[src/rtl/dmem_req_ctrl.sv]
// dmem_req_ctrl: sequences one MEM-stage load/store onto the data-memory valid/yumi port,
// stalling the pipeline until completion, with byte-lane handling and a timeout to ERR.
module dmem_req_ctrl #(
    parameter int ADDR_W      = 32,
    parameter int TIMEOUT_CYC = 255
) (
    input  logic              clk,
    input  logic              n_reset,
    input  logic              req_valid_i,
    input  logic              req_wen_i,
    input  logic              req_byte_i,
    input  logic [ADDR_W-1:0] req_addr_i,
    input  logic [31:0]       req_wdata_i,
    input  logic [31:0]       mem_rdata_i,
    input  logic              mem_valid_i,
    input  logic              mem_yumi_i,
    output logic [31:0]       mem_wdata_o,
    output logic              mem_valid_o,
    output logic              mem_wen_o,
    output logic              mem_byte_o,
    output logic              mem_yumi_o,
    output logic [ADDR_W-1:0] mem_addr_o,
    output logic [31:0]       rdata_o,
    output logic              done_o,
    output logic              stall_o,
    output logic              err_o,
    output logic [1:0]        state_o
);
    localparam int CW = (TIMEOUT_CYC > 0) ? $clog2(TIMEOUT_CYC + 1) : 1;

    typedef enum logic [1:0] {IDLE = 2'd0, REQ_SENT = 2'd1, REQ_ACKED = 2'd2, ERR = 2'd3} state_t;

    state_t            state_q, state_d;
    logic              wen_q, wen_d, byte_q, byte_d, done_q, done_d;
    logic [ADDR_W-1:0] addr_q, addr_d;
    logic [31:0]       wdata_q, wdata_d, rdata_q, rdata_d, load_data;
    logic [CW-1:0]     cnt_q, cnt_d, cnt_inc;
    logic              timeout;

    always_ff @(posedge clk) begin
        if (!n_reset) begin
            state_q <= IDLE;
            wen_q   <= 1'b0;
            byte_q  <= 1'b0;
            done_q  <= 1'b0;
            addr_q  <= '0;
            wdata_q <= '0;
            rdata_q <= '0;
            cnt_q   <= '0;
        end else begin
            state_q <= state_d;
            wen_q   <= wen_d;
            byte_q  <= byte_d;
            done_q  <= done_d;
            addr_q  <= addr_d;
            wdata_q <= wdata_d;
            rdata_q <= rdata_d;
            cnt_q   <= cnt_d;
        end
    end

    // Counter saturates so a disabled timeout never wraps into a false trip.
    assign cnt_inc   = (cnt_q == '1) ? cnt_q : cnt_q + CW'(1);
    assign timeout   = (TIMEOUT_CYC != 0) && (cnt_inc == CW'(TIMEOUT_CYC));
    assign load_data = byte_q ? {24'h0, mem_rdata_i[8*addr_q[1:0] +: 8]} : mem_rdata_i;

    always_comb begin
        state_d    = state_q;
        wen_d      = wen_q;
        byte_d     = byte_q;
        addr_d     = addr_q;
        wdata_d    = wdata_q;
        rdata_d    = rdata_q;
        cnt_d      = cnt_q;
        done_d     = 1'b0;
        mem_yumi_o = 1'b0;
        case (state_q)
            IDLE: begin
                // Drains responses orphaned by a reset mid-transaction; never signals done.
                mem_yumi_o = mem_valid_i;
                if (req_valid_i && !done_q) begin
                    state_d = REQ_SENT;
                    wen_d   = req_wen_i;
                    byte_d  = req_byte_i;
                    addr_d  = req_addr_i;
                    wdata_d = req_byte_i ? {4{req_wdata_i[7:0]}} : req_wdata_i;
                    cnt_d   = '0;
                end
            end
            REQ_SENT: begin
                cnt_d = cnt_inc;
                if (mem_yumi_i && wen_q) begin
                    state_d = IDLE;
                    done_d  = 1'b1;
                end else if (mem_yumi_i && mem_valid_i) begin
                    mem_yumi_o = 1'b1;
                    rdata_d    = load_data;
                    state_d    = IDLE;
                    done_d     = 1'b1;
                end else if (timeout) begin
                    state_d = ERR;
                end else if (mem_yumi_i) begin
                    state_d = REQ_ACKED;
                end
            end
            REQ_ACKED: begin
                cnt_d = cnt_inc;
                if (mem_valid_i) begin
                    mem_yumi_o = 1'b1;
                    rdata_d    = load_data;
                    state_d    = IDLE;
                    done_d     = 1'b1;
                end else if (timeout) begin
                    state_d = ERR;
                end
            end
            default: state_d = ERR;
        endcase
    end

    assign mem_valid_o = (state_q == REQ_SENT);
    assign mem_wdata_o = wdata_q;
    assign mem_wen_o   = wen_q;
    assign mem_byte_o  = byte_q;
    assign mem_addr_o  = addr_q;
    assign rdata_o     = rdata_q;
    assign done_o      = done_q;
    assign stall_o     = (state_q != IDLE) || (req_valid_i && !done_q);
    assign err_o       = (state_q == ERR);
    assign state_o     = state_q;
endmodule

[config.mk]
export PLATFORM = sky130hd
export DESIGN_NAME = dmem_req_ctrl
export DESIGN_NICKNAME = d
export VERILOG_FILES = /design/src/rtl/dmem_req_ctrl.sv
export SDC_FILE = /design/constraint.sdc
export NUM_CORES = 1
export LEC_CHECK = 0
export ABC_CLOCK_PERIOD_IN_PS = 5960
export BUFFER_PORTS_ARGS = -buffer_cell sky130_fd_sc_hd__buf_2
export CAP_MARGIN = 20
export CORE_MARGIN = 10
export CORE_UTILIZATION = 52
export DETAILED_ROUTE_END_ITERATION = 16
export PLACE_DENSITY = 0.86
export SYNTH_ARGS = -nofsm -noshare
export SYNTH_HDL_FRONTEND = slang
export SYNTH_SLANG_ARGS = --single-unit
[constraint.sdc]
create_clock -name clk -period 5.96 [get_ports clk]
set_input_delay 1.192 -clock clk [delete_from_list [all_inputs] [get_ports clk]]
set_output_delay 1.192 -clock clk [all_outputs]
set_load 0.02 [all_outputs]
==> run summary, run 1 <==
Outcome - finished clean
Yosys reg bits - 109
Seq pwr share - 37.9%
Clock share of power - 15.8%
Post-synthesis sequential area ratio - 44.5%
CTS clock-pin slew for the worst setup and hold paths - 0.11 ns
Drt initial violations - 408
DRC viols - 0
Top cell type by total area after synthesis - dfxtp_1
CTS Buf Count - 9
Delay-heaviest family, CP - simple AND/OR/NAND/NOR gates
GRT Util Overall - 21.2%
Worst hold slack - 0.470 ns
Mapped Area - 4900 um2
HPWL after DPL - 11.2 mm
Switching Fraction - 44.5%
Clock Latency Late Sink - 0.37 ns
Number of global-route vias before repair - 4645
Period utilisation layout - 53.9%
Post-Syn Nets - 681
Slew margin rel. - 36.7%
Die Ht - 117 um
Core Rows - 35
CP endpoint kind - output pin
Comb power frac - 46.3%
Crit-path slowest cell - nor3b_1
Pin count of the biggest net entering global routing - 110
CTS root buf - clkbuf_8
Final setup fails - 0
Warnings from Yosys - 0
P&R area growth vs syn - 25.4%
Crit start category - input pin
Initial antenna violation count - 0
Mapped Cells - 573
Cell mode on critical path - buf_2
Worst r2r src - cnt_q[0]
Placer congestion estimate - 0.843
Hold endpoint - mem_addr_o[31]
Placement Cell Area - 5960 um2
Post_cts resized - 0
Cell with the most instances after synthesis - nand2_1
Worst Hold Depth - 2
Die ar. - 13700 um2
Async set-reset flop share out of synthesis - 0%
Crit path buffers/inverters - 2
HP Class - register to register
Int Pwr - 1.54 mW
Post-DRT Antenna Nets - 0
Chip width - 117 um
Pre-antenna DRT Iters - 4
Slowest cell delay on critical path - 0.25 ns
CTS Hold Bufs - 0
Ys flop type - dfxtp_1
Sum Neg Setup Slack - 0 ns
Critical Path RT - 4.77 ns
Final Critical Period - 3.21 ns
Antenna Cells - 0
NumNets Final - 859
FILL cells - 782
Layout cells sized above 1 - 31.5%
Arrival time worst endpoint - 2.02 ns
Initial Util - 53.3%
CTS tree - yes
Post-synth cell types - 43
Synth cell count leaders - 131 x nand2_1, 109 x dfxtp_1, 45 x a21boi_0
R2R Setup Slk - 3.56 ns
Max Cap Viol - 0
Critical Path Source - mem_yumi_i
Core Area - 9200 um2
Cell Chain, Critical Path - buf_2 -> nand2_1 -> nor2_1 -> nor3_1 -> nor3b_1 -> buf_2
CP Max Fanout - 3
Slew @ Worst Pin - 0.949 ns
First-pass GRT wire length - 23.3 mm
VDD IR max - 210 uV
Top area cells in the synthesized netlist - dfxtp_1 44%, nand2_1 10%, a21boi_0 6.9%
Worst reg2reg endpoint - state_o[0]
Switching pwr - 1.23 mW
Routed WL - 15.0 mm
Fmax - 311 MHz
CP Class - input pin to output pin
Min-delay src - mem_addr_o[31]
Max-slew violations - 0
Total grt overflow - 0
Postcts setup bufs - 0
DR vias - 4737
Syn Area/Cell - 8.56 um2
Clock buffer depth - 2
Final Cell Area - 6150 um2
Clock sink count - 109
Top-area cell type share of the netlist area - 44.5%
IO Pins - 208
DR WL/cell - 17.3 um
Pleak - 3.04 nW
R2r worst-path depth - 7
Skew final - 0.0189 ns
RSZ-0062 raised after global routing - false
Fin. Hold Viols - 0
H-tree depth - 3
Number of flops mapped to enable cells by yosys - 0
Pwr/cell area - 451 nW/um2
PortBufs - 207
Detail-routed via count per cell - 5.46
==> registers in the layout, indices dropped and copies added (netlist names) <==
signal       count
rdata_o         32
cnt_q            8
mem_addr_o      32
mem_wdata_o     32
mem_wen_o        1
state_o          2
done_o           1
mem_byte_o       1
==> power by group through the flow <==
stage | logic [mW] | registers (mW) | clock network (mW)
floorplan | 0.638 | 1.29 | 0
global placement | 1.25 | 1.05 | 0
detailed placement | 1.29 | 1.07 | 0
CTS | 1.29 | 1.05 | 0.447
global route | 1.42 | 1.08 | 0.481
finish | 1.28 | 1.05 | 0.439
==> final cells by class <==
| cell class | instances | area (um2) | area share (%) |
|---|---|---|---|
| Inverter | 8 | 30.0 | 0.488 |
| Timing Repair Buffer | 212 | 1070 | 17.5 |
| Clock buffer | 10 | 138 | 2.24 |
| Sequential cell | 109 | 2180 | 35.5 |
| Clock inverter | 6 | 53.8 | 0.875 |
| Multi-Input combinational cell | 411 | 2530 | 41.2 |
| Tap cell | 111 | 139 | 2.26 |
==> layer usage <==
metal	vias to the layer above	global-route usage (%)	routed length, um
met5	-	0	0
met4	0	8.65	338
met3	26	9.43	1850
met2	220	35.8	7070
met1	2170	22.6	5760
li1	2321	-	-
==> worst max-delay path by stage <==
stage                             to  slack, ns  cells after the start
after global placement    mem_yumi_o       2.91                      6
after CTS                 mem_yumi_o       2.80                      6
final                     mem_yumi_o       2.75                      6
after detailed placement  mem_yumi_o       2.81                      6
after floorplan           mem_yumi_o       2.85                      4
after global routing      mem_yumi_o       2.65                      6
==> through the flow <==
step	power (mW)	setup slack, ns	util [%]	std cells
final	2.77	2.75	66.9	867
after global routing	2.98	2.65	66.9	867
after CTS	2.79	2.80	66.9	867
after detailed placement	2.36	2.81	64.8	851
after global placement	2.30	2.91	64.8	851
after floorplan	1.93	2.85	-	573
==> cell families after synthesis <==
| group | share of synthesized area, % |
|---|---|
| adders and majority gates | 1.28 |
| muxes | 6.02 |
| AOI/OAI and AO/OA | 20.6 |
| and+or+nand+nor | 23.2 |
| DFF | 44.5 |
| xor gates and xnor gates | 0.179 |
| buffers and inverters | 4.21 |
==> placed cells by master, fill, tap and decap left out, drive strengths merged, types with 16 or more instances in the layout <==
| cell | n |
|---|---|
| a21oi | 36 |
| nor3b | 28 |
| o21ai | 16 |
| dfxtp | 109 |
| buf | 212 |
| o211a | 24 |
| nand2 | 131 |
| nor2b | 30 |
| mux2i | 25 |
| a21boi | 45 |
==> tightest hold or removal path: stages (launching register included) <==
cell      delay (ns)
dfxtp_1         0.32
nand2_1         0.04
a21boi_0        0.06
Note: power is estimated with default switching activity, not from simulation.
==> run 2: changes to the inputs <==
==> config.mk (replaced) <==
export PLATFORM = sky130hd
export DESIGN_NAME = dmem_req_ctrl
export DESIGN_NICKNAME = d
export VERILOG_FILES = /design/src/rtl/dmem_req_ctrl.sv
export SDC_FILE = /design/constraint.sdc
export NUM_CORES = 1
export LEC_CHECK = 0
export ABC_CLOCK_PERIOD_IN_PS = 3000
export BUFFER_PORTS_ARGS = -buffer_cell sky130_fd_sc_hd__buf_2
export CAP_MARGIN = 20
export CORE_MARGIN = 10
export CORE_UTILIZATION = 48
export DETAILED_ROUTE_END_ITERATION = 16
export PLACE_DENSITY = 0.8
export SYNTH_ARGS = -nofsm -noshare
export SYNTH_HDL_FRONTEND = slang
export SYNTH_SLANG_ARGS = --single-unit
==> constraint.sdc (replaced) <==
create_clock -name clk -period 3 [get_ports clk]
set_input_delay 0.6 -clock clk [delete_from_list [all_inputs] [get_ports clk]]
set_output_delay 0.6 -clock clk [all_outputs]
set_load 0.02 [all_outputs]
==> run summary, run 2 (same netlist as run 1, synthesis figures left out) <==
Core Rows - 36
Slew margin rel. - 46.8%
Detail-routed via count per cell - 5.26
Pwr/cell area - 893 nW/um2
Period utilisation layout - 76.7%
IO Pins - 208
Power consumption - 5.56 mW
Placer congestion estimate - 0.905
Post_cts resized - 0
Initial antenna violation count - 2
Core Area - 9860 um2
Postcts setup bufs - 0
Arrival time worst endpoint - 2.56 ns
DR vias - 4691
Outcome - finished clean
Max-slew violations - 0
Fin. Hold Viols - 0
CTS root buf - clkbuf_8
Max Cap Viol - 0
CP Max Fanout - 7
Skew final - 0.00847 ns
Total grt overflow - 0
Slew @ Worst Pin - 0.799 ns
Die Ht - 121 um
HPWL after DPL - 11.3 mm
HP Class - register to register
M1 GR Usage - 21.2%
Routed WL - 14.7 mm
Number of global-route vias before repair - 4796
Most frequent cells in the layout - 207 x buf_2, 131 x nand2_1, 109 x dfxtp_1
FILL cells - 858
GRT Util Overall - 19.5%
DR WL/cell - 16.5 um
Met2 usage - 32.4%
H-tree depth - 3
Pleak - 3.06 nW
DRC viols - 0
Final Critical Period - 2.30 ns
Clock buffer depth - 2
Initial Util - 49.7%
CTS Buf Count - 9
GR peak layer - met2
CTS tree - yes
Post-DRT Antenna Nets - 0
Final setup fails - 0
CTS Hold Bufs - 0
Pin count of the biggest net entering global routing - 91
Clock sink count - 109
Pre-antenna DRT Iters - 8
Chip width - 121 um
Die ar. - 14700 um2
RSZ-0062 raised after global routing - false
CP endpoint kind - register
P&R area growth vs syn - 27.0%
Most common cell after layout, fill and taps aside - buf_2
Met3 Usage GRT - 8.14%
Layout cells sized above 1 - 31.3%
CTS clock-pin slew for the worst setup and hold paths - 0.10 ns
NumNets Final - 860
PortBufs - 207
Fmax - 434 MHz
CP Class - register to register
Critical Path RT - 3.26 ns
VDD IR max - 428 uV
Crit start category - register
First-pass GRT wire length - 23.6 mm
Sum Neg Setup Slack - 0 ns
Drt initial violations - 359
Clock Latency Late Sink - 0.36 ns
==> run 2: worst paths after layout <==
path                                      from             end  slack [ns]  cells past startpoint
worst min register to register  mem_addr_o[22]  mem_addr_o[22]        0.47                      2
worst max register to register        cnt_q[0]      state_o[0]        0.70                      7
worst min-delay path            mem_addr_o[22]  mem_addr_o[22]        0.47                      2
worst max-delay path                  cnt_q[0]      state_o[0]        0.70                      7
==> run 2: routing by layer <==
| metal | part of all wire [%] | routed length, um |
|---|---|---|
| met1 | 40 | 5840 |
| met2 | 46 | 6790 |
| met3 | 12 | 1700 |
| met4 | 2.9 | 424 |
| met5 | 0 | 0 |
==> run 2: where the power goes <==
group | internal [mW] | leakage (nW) | switching (mW)
combinational | 0.880 | 2.06 | 1.66
clock | 0.434 | 0.104 | 0.484
sequential | 1.85 | 0.894 | 0.249
==> run 2: per-stage QoR <==
stage	area [um2]	hold WS, ns	setup slack [ns]	util (%)	std cells
after global placement	6010	0.446	0.879	60.9	873
after detailed placement	6010	0.454	0.780	60.9	873
after floorplan	4900	0.471	0.732	-	573
after CTS	6210	0.450	0.688	63.0	889
final	6230	0.465	0.698	63.1	892
after global routing	6230	0.456	0.532	63.1	892
==> run 2: layout make-up <==
cell class	instances	area (um2)	area share [%]
diodes	2	5.00	0.0804
clock buffers	13	159	2.55
clock inverters	3	43.8	0.703
inverters	8	30.0	0.482
multi-input cells	411	2530	40.7
flip-flops and latches	109	2180	35.0
well taps	133	166	2.67
repair buffers	213	1110	17.8
==> run 2: critical path, cell delays in order, from the launching register on <==
cell and delay, ns:
dfxtp_1 0.43, ha_1 0.32, nand4_1 0.22, nand2b_4 0.24, o22ai_1 0.18, nand4_1 0.16
or4_1 0.51, o2111a_1 0.15
==> run 3: changes to the inputs <==
==> config.mk (replaced) <==
export PLATFORM = sky130hd
export DESIGN_NAME = dmem_req_ctrl
export DESIGN_NICKNAME = d
export VERILOG_FILES = /design/src/rtl/dmem_req_ctrl.sv
export SDC_FILE = /design/constraint.sdc
export NUM_CORES = 1
export LEC_CHECK = 0
export ABC_AREA = 1
export ABC_CLOCK_PERIOD_IN_PS = 2200
export BUFFER_PORTS_ARGS = -buffer_cell sky130_fd_sc_hd__buf_2
export CAP_MARGIN = 20
export CORE_MARGIN = 10
export CORE_UTILIZATION = 46
export DETAILED_ROUTE_END_ITERATION = 16
export PLACE_DENSITY = 0.79
export SYNTH_ARGS = -nofsm -noshare
export SYNTH_HDL_FRONTEND = slang
export SYNTH_SLANG_ARGS = --single-unit
==> constraint.sdc (replaced) <==
create_clock -name clk -period 2.2 [get_ports clk]
set_input_delay 0.44 -clock clk [delete_from_list [all_inputs] [get_ports clk]]
set_output_delay 0.44 -clock clk [all_outputs]
set_load 0.02 [all_outputs]
==> run summary, run 3 <==
Outcome - finished clean
Async set-reset flop share out of synthesis - 0%
Period utilisation layout - 89.0%
Slew margin rel. - 68.4%
VDD IR max - 527 uV
DRC viols - 0
HPWL after DPL - 11.5 mm
Crit start category - register
Total grt overflow - 0
Routed WL - 14.8 mm
Clock buffer depth - 2
Die ar. - 14000 um2
Core Area - 9330 um2
HP Class - input pin to register
Die Ht - 118 um
Postcts setup bufs - 0
Most frequent cells in the layout - 212 x nand2_1, 207 x buf_2, 109 x dfxtp_1
PortBufs - 207
Pleak - 2.69 nW
Clock Latency Late Sink - 0.37 ns
Arrival time worst endpoint - 1.52 ns
Warnings from Yosys - 0
Number of flops mapped to enable cells by yosys - 0
Mapped Cells - 609
CTS clock-pin slew for the worst setup and hold paths - 0.11 ns
Synth cell count leaders - 212 x nand2_1, 109 x dfxtp_1, 88 x a21oi_1
DR vias - 4826
Fmax - 511 MHz
Max Cap Viol - 0
Number of global-route vias before repair - 4798
CTS tree - yes
P&R area growth vs syn - 30.2%
DR WL/cell - 15.8 um
CP Max Fanout - 4
Ys flop type - dfxtp_1
Post_cts resized - 0
Most common cell after layout, fill and taps aside - nand2_1
Slew @ Worst Pin - 0.473 ns
First-pass GRT wire length - 24.1 mm
CP Class - register to output pin
Pwr/cell area - 1200 nW/um2
Sum Neg Setup Slack - 0 ns
Top cell type by total area after synthesis - dfxtp_1
Initial Util - 47.7%
Post-DRT Antenna Nets - 0
Chip width - 118 um
Pin count of the biggest net entering global routing - 56
Post-synth cell types - 29
Top area cells in the synthesized netlist - dfxtp_1 49%, nand2_1 18%, a21oi_1 9.9%
Placed insts - 921
Mapped Area - 4450 um2
Post-Layout Cell Count - 938
Max-slew violations - 0
Clock sink count - 109
Worst hold slack - 0.308 ns
Placer congestion estimate - 0.895
IO Pins - 208
RSZ-0062 raised after global routing - false
FILL cells - 880
Drt initial violations - 305
Power consumption - 6.93 mW
Cell with the most instances after synthesis - nand2_1
Post-synthesis sequential area ratio - 49.0%
Final Critical Period - 1.96 ns
Post-Syn Nets - 717
Pre-CTS setup slack - 0.280 ns
CTS Hold Bufs - 0
Fin. Hold Viols - 0
GRT Util Overall - 20.4%
Core Rows - 35
Layout cells sized above 1 - 30.2%
Yosys reg bits - 109
CP endpoint kind - output pin
CTS root buf - clkbuf_8
Detail-routed via count per cell - 5.14
Syn Area/Cell - 7.31 um2
H-tree depth - 3
Register area - 2180 um2
NumNets Final - 911
Top-area cell type share of the netlist area - 49.0%
Final setup fails - 0
Multi-input combinational cell area - 2030 um2
Skew final - 0.0257 ns
Pre-antenna DRT Iters - 4
CTS Buf Count - 9
Worst setup margin - 0.243 ns
Initial antenna violation count - 2
Critical Path RT - 1.76 ns
## run 3: final cells by class
class	count	area share, %
Inverter	26	1.68
Tap cell	129	2.78
Sequential cell	109	37.6
Timing Repair Buffer	219	19.9
Clock inverter	5	0.777
Clock buffer	11	2.27
Multi-Input combinational cell	438	35.0
Antenna cell	1	0.0432
## run 3: layer usage
metal | vias up | track usage [%] | part of all wire, %
met4 | 2 | 8.09 | 2.8
met5 | - | 0 | 0.088
met3 | 35 | 8.76 | 11
met1 | 2169 | 22.7 | 40
met2 | 221 | 33.7 | 47
li1 | 2399 | - | -
## run 3: worst paths after layout
kind	start	cells past startpoint	slack, ns	end
setup / recovery	state_o[1]	6	0.24	stall_o
setup reg to reg	state_o[1]	7	0.28	mem_wdata_o[23]
hold reg to reg	rdata_o[10]	2	0.47	rdata_o[10]
hold / removal	req_addr_i[10]	3	0.31	mem_addr_o[10]
## run 3: power breakdown
| group | total (mW) | switching, mW | internal, mW |
|---|---|---|---|
| Sequential | 2.72 | 0.279 | 2.44 |
| Clock | 1.11 | 0.686 | 0.428 |
| Combinational | 3.10 | 2.10 | 0.993 |
| Total | 6.93 | 3.07 | 3.86 |
## run 3: metrics by stage
stage	util, %	area [um2]
after floorplan	-	4450
after global placement	60.2	5620
after detailed placement	60.2	5620
after CTS	62.1	5790
after global routing	62.1	5800
final	62.2	5800
## run 3: cells by family after synthesis
| family | count (synthesis) | synth area share, % |
|---|---|---|
| AO/OA/AOI/OAI | 145 | 17.5 |
| AND/OR/NAND/NOR | 287 | 26.4 |
| adder cells (fa/ha/maj) | 5 | 1.41 |
| flip-flops | 109 | 49.0 |
| XOR/XNOR | 1 | 0.197 |
| buffers and inverters | 62 | 5.51 |
## run 3: critical path: stages (launching register included)
cell	delay, ns
dfxtp_1	0.35
inv_1	0.10
ha_1	0.24
inv_1	0.05
a21oi_1	0.15
inv_1	0.10
buf_2	0.17
